==> src/rtl/natv_arb_pkg.sv <==
// natv_arb_pkg: shared types and constants for the native-bus round-robin arbiter.
// The optional watchdog is enabled by defining NATV_ARB_TIMEOUT_EN.
package natv_arb_pkg;

    localparam int ADDR_W = 32;
    localparam int DATA_W = 32;
    localparam int STRB_W = 4;

    // Read data returned to a master whose transaction was aborted by the watchdog
    localparam logic [DATA_W-1:0] TIMEOUT_RDATA = 32'hDEAD_BEEF;

    typedef enum logic {
        IDLE = 1'b0,
        BUSY = 1'b1
    } arb_state_e;

endpackage

==> src/rtl/natv_bus_arbiter_if.sv <==
// natv_bus_arbiter_if: bundles the per-master request side and the single
// slave-side native bus. "slave" is the arbiter's view (it serves the masters);
// "master" is the view of whatever drives requests and models the slave.
interface natv_bus_arbiter_if
    import natv_arb_pkg::*;
#(
    parameter int MSTR_NUM = 2
) ();

    logic [MSTR_NUM-1:0]             m_valid_i;
    logic [MSTR_NUM-1:0][ADDR_W-1:0] m_addr_i;
    logic [MSTR_NUM-1:0][DATA_W-1:0] m_wdata_i;
    logic [MSTR_NUM-1:0][STRB_W-1:0] m_wstrb_i;
    logic [DATA_W-1:0]               m_rdata_o;
    logic [MSTR_NUM-1:0]             m_ready_o;

    logic                            s_valid_o;
    logic [ADDR_W-1:0]               s_addr_o;
    logic [DATA_W-1:0]               s_wdata_o;
    logic [STRB_W-1:0]               s_wstrb_o;
    logic [DATA_W-1:0]               s_rdata_i;
    logic                            s_ready_i;

    modport slave (
        input  m_valid_i, m_addr_i, m_wdata_i, m_wstrb_i, s_rdata_i, s_ready_i,
        output m_rdata_o, m_ready_o, s_valid_o, s_addr_o, s_wdata_o, s_wstrb_o
    );

    modport master (
        output m_valid_i, m_addr_i, m_wdata_i, m_wstrb_i, s_rdata_i, s_ready_i,
        input  m_rdata_o, m_ready_o, s_valid_o, s_addr_o, s_wdata_o, s_wstrb_o
    );

endinterface

==> src/rtl/natv_rr_pick.sv <==
// natv_rr_pick: combinational round-robin picker. Scans req starting at ptr,
// wrapping modulo N, and returns the first set request as a one-hot grant.
module natv_rr_pick #(
    parameter int N     = 2,
    parameter int PTR_W = $clog2(N)
) (
    input  logic [N-1:0]     i_req,
    input  logic [PTR_W-1:0] i_ptr,
    output logic [N-1:0]     o_gnt,
    output logic             o_vld
);

    logic [PTR_W:0] w_sum;

    // First requester at or after ptr wins; the extra sum bit handles the wrap
    always_comb begin
        o_gnt = '0;
        o_vld = 1'b0;
        w_sum = '0;
        for (int i = 0; i < N; i++) begin
            w_sum = {1'b0, i_ptr} + (PTR_W+1)'(i);
            if (w_sum >= (PTR_W+1)'(N)) begin
                w_sum = w_sum - (PTR_W+1)'(N);
            end
            if (!o_vld && i_req[w_sum[PTR_W-1:0]]) begin
                o_gnt[w_sum[PTR_W-1:0]] = 1'b1;
                o_vld                   = 1'b1;
            end
        end
    end

endmodule

==> src/rtl/natv_bus_arbiter.sv <==
// natv_bus_arbiter: round-robin arbiter sharing one native memory bus between
// MSTR_NUM masters (index 0 = CPU core). One grant is held per transaction.
// Define NATV_ARB_TIMEOUT_EN to build the watchdog that aborts stalled
// transactions after TIMEOUT_CYC busy cycles.
module natv_bus_arbiter
    import natv_arb_pkg::*;
#(
    parameter int MSTR_NUM    = 2,
    parameter int TIMEOUT_CYC = 1024
) (
    input  logic                  clk_i,
    input  logic                  rst_i,
    natv_bus_arbiter_if.slave     bus,
    output logic [MSTR_NUM-1:0]   gnt_o,
    output logic                  timeout_o
);

    localparam int PTR_W = $clog2(MSTR_NUM);

    if (MSTR_NUM < 2 || MSTR_NUM > 8) begin : g_bad_mstr_num
        $error("natv_bus_arbiter: MSTR_NUM must be 2..8");
    end
    if (TIMEOUT_CYC < 2 || TIMEOUT_CYC > 65535) begin : g_bad_timeout
        $error("natv_bus_arbiter: TIMEOUT_CYC must be 2..65535");
    end

    arb_state_e           r_state;
    arb_state_e           w_state_nxt;
    logic [MSTR_NUM-1:0]  r_gnt;
    logic [PTR_W-1:0]     r_gidx;
    logic [PTR_W-1:0]     r_ptr;
    logic [PTR_W-1:0]     w_ptr_adv;

    logic [MSTR_NUM-1:0]  w_pick_gnt;
    logic                 w_pick_vld;
    logic [PTR_W-1:0]     w_pick_idx;

    logic                 w_cur_vld;
    logic                 w_done;
    logic                 w_abort;

    natv_rr_pick #(
        .N     (MSTR_NUM),
        .PTR_W (PTR_W)
    ) u_pick (
        .i_req (bus.m_valid_i),
        .i_ptr (r_ptr),
        .o_gnt (w_pick_gnt),
        .o_vld (w_pick_vld)
    );

    // One-hot pick to index, so the BUSY mux can select directly
    always_comb begin
        w_pick_idx = '0;
        for (int i = 0; i < MSTR_NUM; i++) begin
            if (w_pick_gnt[i]) begin
                w_pick_idx = PTR_W'(i);
            end
        end
    end

    assign w_cur_vld = (r_state == BUSY) && bus.m_valid_i[r_gidx];
    assign w_done    = w_cur_vld && bus.s_ready_i;
    assign w_ptr_adv = (r_gidx == PTR_W'(MSTR_NUM-1)) ? '0 : r_gidx + PTR_W'(1);
    assign gnt_o     = r_gnt;

`ifdef NATV_ARB_TIMEOUT_EN
    logic [15:0] r_cnt;

    // Busy-cycle watchdog: held at zero while idle, counts stalled BUSY cycles
    always_ff @(posedge clk_i) begin
        if (rst_i) begin
            r_cnt <= '0;
        end else if (r_state == IDLE) begin
            r_cnt <= '0;
        end else if (!bus.s_ready_i) begin
            r_cnt <= r_cnt + 16'd1;
        end
    end

    // A slave ready in the limit cycle takes priority over the abort
    assign w_abort = w_cur_vld && !bus.s_ready_i && (r_cnt == 16'(TIMEOUT_CYC-1));
`else
    assign w_abort = 1'b0;
`endif

    // State register
    always_ff @(posedge clk_i) begin
        if (rst_i) begin
            r_state <= IDLE;
        end else begin
            r_state <= w_state_nxt;
        end
    end

    // Next state: grant when anything requests, release on completion,
    // abort or the granted master withdrawing its request
    always_comb begin
        w_state_nxt = r_state;
        case (r_state)
            IDLE: if (w_pick_vld) w_state_nxt = BUSY;
            BUSY: if (w_done || w_abort || !w_cur_vld) w_state_nxt = IDLE;
            default: w_state_nxt = IDLE;
        endcase
    end

    // Grant and round-robin pointer; ptr only advances on a finished transaction
    always_ff @(posedge clk_i) begin
        if (rst_i) begin
            r_gnt  <= '0;
            r_gidx <= '0;
            r_ptr  <= '0;
        end else begin
            case (r_state)
                IDLE: begin
                    if (w_pick_vld) begin
                        r_gnt  <= w_pick_gnt;
                        r_gidx <= w_pick_idx;
                    end
                end
                BUSY: begin
                    if (w_done || w_abort) begin
                        r_gnt <= '0;
                        r_ptr <= w_ptr_adv;
                    end else if (!w_cur_vld) begin
                        r_gnt <= '0;
                    end
                end
                default: r_gnt <= '0;
            endcase
        end
    end

    // Bus mux: everything is zero outside BUSY; the abort overrides the slave
    always_comb begin
        bus.s_valid_o = 1'b0;
        bus.s_addr_o  = '0;
        bus.s_wdata_o = '0;
        bus.s_wstrb_o = '0;
        bus.m_ready_o = '0;
        bus.m_rdata_o = '0;
        timeout_o     = 1'b0;
        if (r_state == BUSY) begin
            bus.s_addr_o  = bus.m_addr_i[r_gidx];
            bus.s_wdata_o = bus.m_wdata_i[r_gidx];
            bus.s_wstrb_o = bus.m_wstrb_i[r_gidx];
            if (w_abort) begin
                bus.m_ready_o[r_gidx] = 1'b1;
                bus.m_rdata_o         = TIMEOUT_RDATA;
                timeout_o             = 1'b1;
            end else begin
                bus.s_valid_o         = w_cur_vld;
                bus.m_ready_o[r_gidx] = w_done;
                bus.m_rdata_o         = bus.s_rdata_i;
            end
        end
    end

endmodule

==> src/flat_wrapper.sv <==
// flat-port wrapper written by rule: the top's interface ports become plain ports
module natv_bus_arbiter_flat import natv_arb_pkg::*;
#(
    parameter int MSTR_NUM    = 2,
    parameter int TIMEOUT_CYC = 1024
)
  (clk_i, rst_i, gnt_o, timeout_o, bus_m_valid_i, bus_m_addr_i, bus_m_wdata_i, bus_m_wstrb_i, bus_s_rdata_i, bus_s_ready_i, bus_m_rdata_o, bus_m_ready_o, bus_s_valid_o, bus_s_addr_o, bus_s_wdata_o, bus_s_wstrb_o);
  natv_bus_arbiter_if #(.MSTR_NUM(MSTR_NUM)) bus_i ();
  input  logic clk_i;
  input  logic rst_i;
  output logic [MSTR_NUM-1:0] gnt_o;
  output logic timeout_o;
  input wire logic [$bits(bus_i.m_valid_i)-1:0] bus_m_valid_i;
  input wire logic [$bits(bus_i.m_addr_i)-1:0] bus_m_addr_i;
  input wire logic [$bits(bus_i.m_wdata_i)-1:0] bus_m_wdata_i;
  input wire logic [$bits(bus_i.m_wstrb_i)-1:0] bus_m_wstrb_i;
  input wire logic [$bits(bus_i.s_rdata_i)-1:0] bus_s_rdata_i;
  input wire logic [$bits(bus_i.s_ready_i)-1:0] bus_s_ready_i;
  output wire logic [$bits(bus_i.m_rdata_o)-1:0] bus_m_rdata_o;
  output wire logic [$bits(bus_i.m_ready_o)-1:0] bus_m_ready_o;
  output wire logic [$bits(bus_i.s_valid_o)-1:0] bus_s_valid_o;
  output wire logic [$bits(bus_i.s_addr_o)-1:0] bus_s_addr_o;
  output wire logic [$bits(bus_i.s_wdata_o)-1:0] bus_s_wdata_o;
  output wire logic [$bits(bus_i.s_wstrb_o)-1:0] bus_s_wstrb_o;
  assign bus_i.m_valid_i = bus_m_valid_i;
  assign bus_i.m_addr_i = bus_m_addr_i;
  assign bus_i.m_wdata_i = bus_m_wdata_i;
  assign bus_i.m_wstrb_i = bus_m_wstrb_i;
  assign bus_i.s_rdata_i = bus_s_rdata_i;
  assign bus_i.s_ready_i = bus_s_ready_i;
  assign bus_m_rdata_o = bus_i.m_rdata_o;
  assign bus_m_ready_o = bus_i.m_ready_o;
  assign bus_s_valid_o = bus_i.s_valid_o;
  assign bus_s_addr_o = bus_i.s_addr_o;
  assign bus_s_wdata_o = bus_i.s_wdata_o;
  assign bus_s_wstrb_o = bus_i.s_wstrb_o;
  natv_bus_arbiter #(.MSTR_NUM(MSTR_NUM), .TIMEOUT_CYC(TIMEOUT_CYC)) u_core (.clk_i(clk_i), .rst_i(rst_i), .bus(bus_i), .gnt_o(gnt_o), .timeout_o(timeout_o));
endmodule
==> config.mk <==
export PLATFORM = sky130hd
export DESIGN_NAME = natv_bus_arbiter_flat
export DESIGN_NICKNAME = d
export VERILOG_FILES = /design/src/rtl/natv_arb_pkg.sv /design/src/rtl/natv_bus_arbiter_if.sv /design/src/rtl/natv_rr_pick.sv /design/src/rtl/natv_bus_arbiter.sv /design/src/flat_wrapper.sv
export SDC_FILE = /design/constraint.sdc
export NUM_CORES = 1
export LEC_CHECK = 0
export CAP_MARGIN = 20
export CELL_PAD_IN_SITES_DETAIL_PLACEMENT = 0
export CELL_PAD_IN_SITES_GLOBAL_PLACEMENT = 1
export CORE_ASPECT_RATIO = 2
export CORE_MARGIN = 2
export CORE_UTILIZATION = 14
export DETAILED_ROUTE_END_ITERATION = 6
export HOLD_SLACK_MARGIN = 0.03
export PLACE_DENSITY = 0.95
export SLEW_MARGIN = 5
export SYNTH_ARGS = -nofsm -noshare
export SYNTH_HDL_FRONTEND = slang
export SYNTH_SLANG_ARGS = --single-unit
export TNS_END_PERCENT = 5
==> constraint.sdc <==
create_clock -name clk_i -period 2.97 [get_ports clk_i]
set_clock_uncertainty 0.15 [all_clocks]
set_input_delay 0.594 -clock clk_i [delete_from_list [all_inputs] [get_ports clk_i]]
set_output_delay 0.594 -clock clk_i [all_outputs]
set_load 0.05 [all_outputs]
### Word-level counts from Yosys, hierarchy flattened

Index checks and enable logic that the tools add are counted.

| word-level totals | value |
|---|---|
| bits in registers | 5 |
| latch bits | 0 |
| RAM bits | 0 |
| bits in read-only memories | 0 |
| input port bits | 173 |
| output and inout port bits | 106 |
| word-level logic and storage cells | 72 |
| memories | 0 |

| cells by class | value |
|---|---|
| $add $sub $neg | 4 |
| multiply operators | 0 |
| divide/modulo/power cells | 0 |
| $lt $le $gt $ge | 8 |
| eq/ne operators | 2 |
| shift-type cells | 0 |
| mux-type cells | 39 |
| bitwise logic cells | 3 |
| reduce and logical (&&, ||, !) cells | 12 |

Operators with widths:

| cell | number |
|---|---|
| 32-bit 2-to-1 mux | 7 |
| 1-bit 2-to-1 mux | 18 |
| 2-bit 2-to-1 mux | 6 |
| 4-bit 2-to-1 mux | 3 |
| 1-bit logical AND | 6 |
| 1-bit by 2-bit < comparator with 1-bit output, second input constant | 3 |
| 2-bit AND reduction | 3 |
| 2-bit one-hot mux with 2 select lines | 1 |
| 1-bit demux with 1-bit select | 3 |
| 1-bit greater-or-equal comparator, second input constant | 3 |
| 3-bit inequality test, second input constant | 1 |
| 1-bit by 1-bit adder with 2-bit output, second input constant | 1 |
| 2-bit bitwise AND | 1 |
| 1-bit by 2-bit greater-or-equal comparator with 1-bit output, second input constant | 1 |
| 2-bit greater-or-equal comparator, second input constant | 1 |
| 1-bit logical NOT | 2 |
| 2-bit inequality test, second input constant | 1 |
| 2-bit bitwise OR | 1 |
| 1-bit one-hot mux with 2 select lines | 1 |
| 1-bit subtractor, second input constant | 2 |
| 1-bit adder, second input constant | 1 |
| 1-bit logical OR | 1 |
| 1-bit inverter | 1 |

### Longest topological paths before layout

| depth | value |
|---|---|
| word-level depth | 11 |
| gate-level depth with buffers | 5 |
| mapped depth without buffers | 3 |

### By module

Synthesis repeated with hierarchy kept, for this count alone.

| second synthesis, totals | value |
|---|---|
| cell total of the unflattened synthesis | 219 |
| area total of the unflattened synthesis | 1667.8 µm² |

Modules (own cells, without submodules):

| module | times used | cells an instance | area an instance (µm²) | seq. area each (µm²) |
|---|---|---|---|---|
| natv_bus_arbiter | 1 | 215 | 1642.8 | 100.1 |
| natv_rr_pick | 1 | 4 | 25.0 | 0.0 |

### Least setup slack after synthesis

No wires, ideal clock.

| path | value |
|---|---|
| path kind | in2out |
| start point | input bus_m_valid_i[0] |
| end point | output bus_m_ready_o[0] |
| data arrival time | 1.671 ns |
| required time | 2.226 ns |
| setup slack | 0.555 ns |
| stages on the path | 3 |
| buffers on the path | 0 |
| path through | mux2_4 > and2_4 > nor3b_2 |

| on the way | value |
|---|---|
| word-level cells in the longest chain between the ends | 6 |

Ends and longest elaborated chain:

| item | RTL line | RTL |
|---|---|---|
| from (decl) | flat_wrapper.sv:13 | `input wire logic [$bits(bus_i.m_valid_i)-1:0] bus_m_valid_i;` |
| 1-bit 2-to-1 mux (not written as such) (2 in series) | natv_bus_arbiter.sv:62 | `assign w_cur_vld = (r_state == BUSY) && bus.m_valid_i[r_gidx];` |
| 1-bit logical AND | natv_bus_arbiter.sv:62 |  |
| 1-bit logical AND | natv_bus_arbiter.sv:63 | `assign w_done = w_cur_vld && bus.s_ready_i;` |
| 2-bit bitwise AND (no source line) | n/a |  |
| 2-bit 2-to-1 mux | natv_bus_arbiter.sv:143 | `if (r_state == BUSY) begin` |
| to (decl) | flat_wrapper.sv:20 | `output wire logic [$bits(bus_i.m_ready_o)-1:0] bus_m_ready_o;` |

No other way between the ends. The select of a mux whose other input is x is not followed.

### Worst setup path after layout

| path | value |
|---|---|
| start point | input bus_m_valid_i[1] |
| end point | output bus_m_ready_o[0] |

Same word-level chain as after synthesis.

==> summary.txt <==
Fillcell total: 1,205
Area of the multi-input gates: 0.001460 mm²
Hold depth: 2
Clock Sinks: 5
Worst slew pin tran: 0.5535 ns
Via count: 2,557
Pwr dens: 283.0 mW/mm²
Largest fanout on the critical path: 7
Post-synth top flop: dfxtp_1
Die footprint: 0.01299 mm²
Dpl hpwl: 7358 µm
Clock tree buffer depth: 2
CP max stage delay: 0.60 ns
WHS Endpoint: u_core.gnt_o[0]$_SDFFE_PP0P_
Sequential-to-total area share from yosys stat: 0.05935
Mapped Cells: 222
Wirelength per Cell: 13.42 µm
Status: completed
Register Area: 105.1 µm²
Worst reg2reg endpoint: u_core.gnt_o[1]$_SDFFE_PP0P_
RSZ-0062 raised after global routing: no
Crit path cell chain: clkdlybuf4s50_1 > mux2_4 > and2_4 > nor3b_2 > buf_12
Detailed Routing Iterations Pass 1: 4
H-Tree Depth: 1
Worst R2R Setup Slack: 1.41 ns
# rows: 56
TritonCTS clock tree: yes
Crit. End Element: output pin
Setup crit start kind: primary input
Commonest non-fill, non-tap cell in the layout: clkdlybuf4s50_1
Syn avg cell area: 7.597 µm²
Initial drt markers: 42
Max Cap Violations: 0
Crit Path Class: primary input to output pin
Residual DRC count: 0
# diodes: 0
Slew Viols, Final: 0
WP data required: 2.23 ns
Worst setup path startpoint: bus_m_valid_i[1]
Synthesized area: 0.001687 mm²
Final count of hold timing violations: 0
Fin Setup TNS: 0 ns
Largest net degree at the start of global routing: 42
RePlAce Congestion: 0.8261
DIE HEIGHT: 159.2 µm
Arr. time, crit path: 2.01 ns
Reg2Reg Depth: 4
Clock latency on the worst-skew pair: 0.23 ns
Drt total wl: 8482 µm
Synth top area share: 0.4036
Vias in the first global route: 2,596
Netlist cell types: 27
P_leak: 0.001828 µW
F_max: 363.2 MHz
Clk slew on worst S/H paths: 0.03 ns
Initial antenna violation count: 0
Min-Delay Path Class: flip-flop to flip-flop
Synth top area cells: mux2i_1, nor2b_1, and2_1
Synth warn: 0
Clock Tree Root: clkbuf_16
IO Pins: 279
Fin nets: 661
Final period utilization: 0.9270
Die Wd: 81.61 µm
Ys async rst share: 0
Initial Util: 0.1433
Synth-to-layout area growth: 163.4%
Layout cells sized above 1: 0.2382
Core box area: 0.01177 mm²
Area leader, netlist: mux2i_1
Final min period: 2.753 ns
IO Port Bufs: 277
Post-synth EDFFs: 0
CTS Hold Bufs: 0
Setup bufs post-CTS: 0
Fin Hold WS: 0.3250 ns
Min-delay src: u_core.gnt_o[0]$_SDFFE_PP0P_
GR Overflow Total: 0
CTS resizes: 0
Yosys reg bits: 5
Finish-stage setup viols: 0
First-pass GRT wire length: 12,220 µm
Worst slew margin: 0.6298
Synthesized Nets: 395
Most frequent cells in the layout: clkdlybuf4s50_1, buf_4, mux2i_1, nor2b_1, and2_1
Routed vias/inst: 4.046
Max VDD drop: 238.3 µV
Total CTS buffers: 3
Worst r2r src: u_core.r_state$_SDFF_PP0_
Total GRT Usage: 0.1158
Post-route ant nets: 0
Crit-path slowest cell: clkdlybuf4s50_1
==> registers in the layout (all words and copies together) (netlist names) <==
signal / cells
u_core.gnt_o: 2
u_core.r_gidx: 1
u_core.r_ptr: 1
u_core.r_state: 1
==> cells in the mapped netlist, types with 2 or more instances <==
library cell	n
mux2i_1	68
nor2b_1	68
and2_1	32
clkbuf_1	10
buf_4	5
dfxtp_1	5
buf_2	4
inv_1	4
nor2_1	3
o21ai_0	3
a21oi_1	2
nand3_1	2
nor3_1	2
==> layer usage <==
layer | up-vias | wire length, µm | part of all wire | GRT usage
met5 | - | 0 | 0 | 0
met4 | 0 | 107 | 0.013 | 0.02197
met3 | 13 | 1037 | 0.12 | 0.02948
met2 | 173 | 4777 | 0.56 | 0.2403
met1 | 1113 | 2560 | 0.30 | 0.1054
li1 | 1258 | - | - | -
==> power breakdown <==
group	switching (µW)	total (µW)	internal (µW)
sequential	12.3	85.0	72.7
combinational	519	950	431
clock	44.4	222	178
total	576	1260	681
==> how the worst max path moves through the flow <==
stage | endpoint | slack, ns | cells past startpoint
after global routing | bus_m_ready_o[0] | 0.16 | 5
after detailed placement | bus_m_ready_o[0] | 0.23 | 5
after global placement | bus_m_ready_o[0] | 0.24 | 5
after floorplan | bus_m_ready_o[0] | 0.55 | 3
after CTS | bus_m_ready_o[0] | 0.22 | 5
final | bus_m_ready_o[0] | 0.22 | 5
==> kinds of logic (layout without fill, tap and decap cells) <==
kind of cell | Yosys count | count (layout) | share of synthesized area
simple gates | 114 | 114 | 0.4221
mux | 69 | 69 | 0.4125
buf+inv | 25 | 290 | 0.07493
compound gates | 8 | 8 | 0.02893
flops | 5 | 5 | 0.05935
other cells | 1 | 1 | 0.002223
==> critical path: cells and delay by family <==
family	cells	cell delay (ns)
buffers and inverters	2	0.77
AND/OR/NAND/NOR	2	0.41
multiplexers	1	0.23
==> metrics by stage <==
step	std cells	power, µW	utilization	setup slack [ns]	instance area, µm²
3_3_place_gp	628	1031	0.3707	0.2428	4364
6_report	632	1257	0.3774	0.2169	4443
4_1_cts	632	1268	0.3774	0.2212	4443
3_5_place_dp	628	1042	0.3707	0.2327	4364
5_1_grt	632	1313	0.3774	0.1571	4443
2_1_floorplan	222	625.9	-	0.5550	1687
==> cell type report <==
type,count,share of cell area
tap,145,0.04083
timing repair buffer,282,0.5858
inverter,4,0.003379
sequential,5,0.02366
multi-input combinational,192,0.3286
clock buffer,4,0.01774
(Power assumes the default switching activity.)
